$ cat config.mk
export PLATFORM = sky130hd
export DESIGN_NAME = ctrl_pipe_regs
export DESIGN_NICKNAME = d
export VERILOG_FILES = /design/src/rtl/ctrl_pipe_regs.sv
export SDC_FILE = /design/constraint.sdc
export NUM_CORES = 1
export LEC_CHECK = 0
export ABC_AREA = 0
export CORE_UTILIZATION = 39
export DETAILED_ROUTE_END_ITERATION = 8
export PLACE_DENSITY = 0.79
export SETUP_SLACK_MARGIN = 0.4
export SYNTH_ARGS = -nofsm -noshare
export SYNTH_HDL_FRONTEND = slang
export SYNTH_SLANG_ARGS = --single-unit
$ cat constraint.sdc
create_clock -name clk -period 2 [get_ports clk]
set_input_delay 0.4 -clock clk [delete_from_list [all_inputs] [get_ports clk]]
set_output_delay 0.4 -clock clk [all_outputs]
set_load 0.01 [all_outputs]
$ cat src/rtl/ctrl_pipe_regs.sv
// ---------------------------------------------------------------------------
// ctrl_pipe_regs
//
// Takes the decoded control word from CONTROL_UNIT and carries it through the
// ID/EX, EX/MEM and MEM/WB pipeline registers of the PA-RISC datapath. A
// load-use stall or a branch flush swaps the ID/EX load for an all-zero NOP
// bubble. Each stage carries a valid bit. A saturating counter records how
// many bubbles were inserted, for debug.
//
// Ports
//   clk, reset             pipeline clock; synchronous active-high reset
//   SRD .. UB              control fields from CONTROL_UNIT (opaque bits)
//   id_rd, id_valid        destination tag and valid flag of the ID instruction
//   stall, flush           load-use hazard / taken branch: insert a bubble
//   ex_*                   ID/EX register contents (full control word)
//   mem_*                  EX/MEM memory controls, write enable, tag, valid
//   wb_*                   MEM/WB write enable, tag, valid
//   bubble_cnt             saturating count of inserted bubbles
// ---------------------------------------------------------------------------
module ctrl_pipe_regs #(
    parameter int RD_W  = 5,
    parameter int CNT_W = 8
) (
    input  logic             clk,
    input  logic             reset,

    input  logic [1:0]       SRD,
    input  logic [1:0]       PSW_LE_RE,
    input  logic             B,
    input  logic [2:0]       SOH_OP,
    input  logic [3:0]       ALU_OP,
    input  logic [3:0]       RAM_CTRL,
    input  logic             L,
    input  logic             RF_LE,
    input  logic [1:0]       ID_SR,
    input  logic             UB,

    input  logic [RD_W-1:0]  id_rd,
    input  logic             id_valid,
    input  logic             stall,
    input  logic             flush,

    output logic [1:0]       ex_SRD,
    output logic [1:0]       ex_PSW_LE_RE,
    output logic             ex_B,
    output logic [2:0]       ex_SOH_OP,
    output logic [3:0]       ex_ALU_OP,
    output logic [3:0]       ex_RAM_CTRL,
    output logic             ex_L,
    output logic             ex_RF_LE,
    output logic [1:0]       ex_ID_SR,
    output logic             ex_UB,
    output logic [RD_W-1:0]  ex_rd,
    output logic             ex_valid,

    output logic [3:0]       mem_RAM_CTRL,
    output logic             mem_L,
    output logic             mem_RF_LE,
    output logic [RD_W-1:0]  mem_rd,
    output logic             mem_valid,

    output logic             wb_RF_LE,
    output logic [RD_W-1:0]  wb_rd,
    output logic             wb_valid,

    output logic [CNT_W-1:0] bubble_cnt
);

    // The control word is opaque to this block. It is bundled so that a bubble
    // is a single '0 assignment and every field is treated the same way.
    typedef struct packed {
        logic [1:0] srd;
        logic [1:0] psw_le_re;
        logic       b;
        logic [2:0] soh_op;
        logic [3:0] alu_op;
        logic [3:0] ram_ctrl;
        logic       l;
        logic       rf_le;
        logic [1:0] id_sr;
        logic       ub;
    } ctrl_t;

    ctrl_t id_ctrl;
    ctrl_t ex_ctrl;

    assign id_ctrl = {SRD, PSW_LE_RE, B, SOH_OP, ALU_OP, RAM_CTRL, L, RF_LE, ID_SR, UB};

    // stall and flush both produce the same all-zero bubble. When both are
    // high, a single bubble is inserted and counted once.
    logic insert_bubble;
    assign insert_bubble = stall | flush;

    always_ff @(posedge clk) begin
        if (reset) begin
            // NOTE: sequential state uses non-blocking assignments only, so
            // each stage reads its upstream register's pre-edge value and the
            // pipeline shifts by exactly one stage per edge.
            ex_ctrl      <= '0;
            ex_rd        <= '0;
            ex_valid     <= 1'b0;
            mem_RAM_CTRL <= '0;
            mem_L        <= 1'b0;
            mem_RF_LE    <= 1'b0;
            mem_rd       <= '0;
            mem_valid    <= 1'b0;
            wb_RF_LE     <= 1'b0;
            wb_rd        <= '0;
            wb_valid     <= 1'b0;
            bubble_cnt   <= '0;
        end else begin
            // ID/EX: a bubble replaces the incoming instruction.
            if (insert_bubble) begin
                ex_ctrl  <= '0;
                ex_rd    <= '0;
                ex_valid <= 1'b0;
            end else begin
                ex_ctrl  <= id_ctrl;
                ex_rd    <= id_rd;
                ex_valid <= id_valid;
            end

            // EX/MEM and MEM/WB always advance. Hazards only affect the ID/EX
            // entry point, so older instructions keep draining.
            mem_RAM_CTRL <= ex_ctrl.ram_ctrl;
            mem_L        <= ex_ctrl.l;
            mem_RF_LE    <= ex_ctrl.rf_le;
            mem_rd       <= ex_rd;
            mem_valid    <= ex_valid;

            wb_RF_LE     <= mem_RF_LE;
            wb_rd        <= mem_rd;
            wb_valid     <= mem_valid;

            // Saturate at all-ones instead of wrapping.
            if (insert_bubble && (bubble_cnt != '1)) begin
                bubble_cnt <= bubble_cnt + 1'b1;
            end
        end
    end

    // A bubble is all-zero, so an invalid stage already has RF_LE and RAM_CTRL
    // at 0. No extra qualifying gates are needed on the outputs.
    assign ex_SRD       = ex_ctrl.srd;
    assign ex_PSW_LE_RE = ex_ctrl.psw_le_re;
    assign ex_B         = ex_ctrl.b;
    assign ex_SOH_OP    = ex_ctrl.soh_op;
    assign ex_ALU_OP    = ex_ctrl.alu_op;
    assign ex_RAM_CTRL  = ex_ctrl.ram_ctrl;
    assign ex_L         = ex_ctrl.l;
    assign ex_RF_LE     = ex_ctrl.rf_le;
    assign ex_ID_SR     = ex_ctrl.id_sr;
    assign ex_UB        = ex_ctrl.ub;

endmodule

==> flow_summary.yaml <==
sta:
  period_minus_slack_ns: 1.56
  hold_violations: 0
  setup_viol: 0
  finalCritPeriodShare: 0.778
  max_freq_mhz: 642
  worst_pin_slew_ns: 0.386
  fin_skew_ns: 0.00249
  final.setup.tns_ns: 0
  maxSlewHeadroom: 0.743
  finalMaxSlewViolations: 0
  rsz0062_at_grt: "false"
  hold_slack_ns: 0.461
floorplanning:
  design.die.area_um2: 4640
  io_pins: 85
  die_h_um: 68.2
  row_count: 23
  core_area_um2: 4090
  start_util: 0.418
  chipWidth_um: 68.2
cts:
  cts-root-buf: "clkbuf_8"
  clock_sinks: 54
  clkSlewWorstSetupHoldPaths_ns: 0.09
  holdBufCountCts: 0
  cts_made_buffers: 5
  clock_latency_ns: 0.29
  cts_resized: 21
  cts_buffer_depth: 2
  h-tree-depth: 2
  cts_tree: "yes"
  post_cts_buffers: 0
routing:
  viasPerCell: 4.56
  antenna_left: 0
  highest_layer: "met4"
  wl_per_cell_um: 13.0
  first_pass_iters: 4
  wl_met2_um: 1820
  wl_um: 3680
  via_count: 1296
  drt_iter0_markers: 62
  route.met3.wl_um: 478
  drt-met1-wl_um: 1320
  drc_errors: 0
global_route:
  grt_first_pass_wirelength_um: 5510
  grt_overflow: 0
  grt_pass1_vias: 1153
  grt_max_degree: 20
  antenna_found_initial: 0
  track_usage: 0.169
worst_setup_path:
  path_max_fanout: 2
  cp.buffers_inverters: 1
  critPathKind: "register to output pin"
  required_ns: 1.60
  cp-end-kind: "output pin"
  path_delay_family: "buffers and inverters"
  crit_slowest_cell: "clkdlybuf4s50_1"
  cp.arrival_ns: 1.16
  path_cells: "clkdlybuf4s50_1"
  cp-start-kind: "register"
  cp_slowest_stage_delay_ns: 0.53
power:
  powerDensity_nw_per_um2: 688
  peakVddDrop_uv: 646
  leakagePower_nw: 1.65
placement:
  gp_congestion: 0.799
  numPortBuffers: 84
  detailed_place_hpwl_um: 2760
synth:
  synth_nets: 176
  synth_area_um2: 1710
  yosys_most_used_dff: "dfxtp_1"
  synth_cells: 144
  synth-seq-cells: 54
  ys_types: 31
  synth_warnings: 0
  avgSynthCellArea_um2: 11.9
  synth_edf_count: 0
  seq_area_frac_synth: 0.633
  async_flop_share: 0
final_layout:
  layout.nets: 265
  drive_gt1_frac: 0.120
  diodes: 0
  nFillCells: 328
  syn_to_final_growth_pct: 62.8
job:
  maxCapViolations: 0
run_status:
  status: "completed"
worst_hold_path:
  hp-class: "register to register"
## final timing paths
check,to,slack [ns],startpoint,depth (start not counted)
hold / removal,wb_rd[0],0.46,mem_rd[0],1
setup / recovery,ex_RAM_CTRL[1],0.44,ex_RAM_CTRL[1],1
setup reg to reg,bubble_cnt[0],0.50,bubble_cnt[0],4
hold reg to reg,wb_rd[0],0.46,mem_rd[0],1
## area by class of cell
type,instances,area [um^2],area share
Multi-Input combinational cell,84,594,0.214
Timing Repair Buffer,88,933,0.336
Clock buffer,7,86.3,0.0311
Clock inverter,1,8.76,0.00315
Sequential cell,54,1090,0.394
Tap cell,50,62.6,0.0225
## synth_stat cells (2+ instances only)
cell | number | area (um^2)
mux2_4 | 3 | 45.0
a21oi_2 | 2 | 17.5
nor2b_1 | 22 | 138
nand2b_1 | 2 | 12.5
and2_1 | 27 | 169
a211oi_1 | 2 | 15.0
nor2_1 | 5 | 18.8
a31oi_1 | 2 | 12.5
dfxtp_1 | 54 | 1080
clkbuf_1 | 4 | 15.0
## per-layer routing
metal / vias to the layer above / track usage
li1: 653 / -
met1: 574 / 0.175
met2: 62 / 0.266
met3: 7 / 0.110
met4: 0 / 0.0755
met5: - / 0
## worst register-to-register path: cells and delay by family (launching register included)
family | cells | cell delay (ns)
muxes | 1 | 0.31
adders and majority gates | 1 | 0.24
and+or+nand+nor | 1 | 0.29
DFF | 1 | 0.35
AOI/OAI and AO/OA | 1 | 0.21
## cells by family (layout without fill, tap and decap cells)
group | after synthesis | in the layout | synth area share
mux | 4 | 4 | 0.0323
fa+ha+maj | 1 | 1 | 0.00733
buf+inv | 6 | 96 | 0.0183
simple gates | 64 | 64 | 0.232
flops | 54 | 54 | 0.633
compound gates | 15 | 15 | 0.0762
## where the power goes
group          leakage (nW)  switching, mW  internal [mW]
clock                0.0489          0.335          0.287
sequential            0.442         0.0151           1.10
combinational          1.16         0.0613          0.113
## per-stage QoR
step	worst slack, ns	util	area [um^2]	std cells	total power [mW]
6_report	0.443	0.680	2780	284	1.91
3_3_place_gp	0.294	0.638	2610	276	1.32
3_5_place_dp	0.276	0.638	2610	276	1.33
5_1_grt	0.401	0.680	2780	284	2.00
4_1_cts	0.344	0.661	2700	284	1.94
2_1_floorplan	0.551	-	1710	144	1.20
## registers in the layout (all words and copies together), names as in the netlist
name,cells
bubble_cnt,8
ex_rd,5
mem_rd,5
wb_rd,5
ex_ALU_OP,4
ex_RAM_CTRL,4
mem_RAM_CTRL,4
ex_SOH_OP,3
ex_ID_SR,2
ex_PSW_LE_RE,2
ex_SRD,2
ex_B,1
ex_L,1
ex_RF_LE,1
ex_UB,1
ex_valid,1
mem_L,1
mem_RF_LE,1
mem_valid,1
wb_RF_LE,1
wb_valid,1
## cell usage in the layout, fill, tap and decap left out
cell type,n
a211oi_1,2
a21oi_1,1
a21oi_2,2
a21oi_4,1
a311oi_1,1
a311oi_2,1
a31oi_1,2
a41oi_1,1
and2_1,27
and3_2,1
and3b_1,1
and4_1,1
buf_4,4
clkbuf_1,1
clkbuf_8,6
clkdlybuf4s50_1,41
dfxtp_1,46
dfxtp_2,7
dfxtp_4,1
dlygate4sd2_1,12
dlymetal6s2s_1,31
ha_1,1
inv_6,1
mux2_4,3
mux2i_1,1
nand2_1,1
nand2b_1,2
nand3_1,1
nor2_1,5
nor2b_1,22
nor3_1,1
nor3_2,1
nor4bb_1,1
o2111ai_1,1
o211a_1,1
o21a_1,1
o21ai_1,1
(Power assumes the default switching activity.)
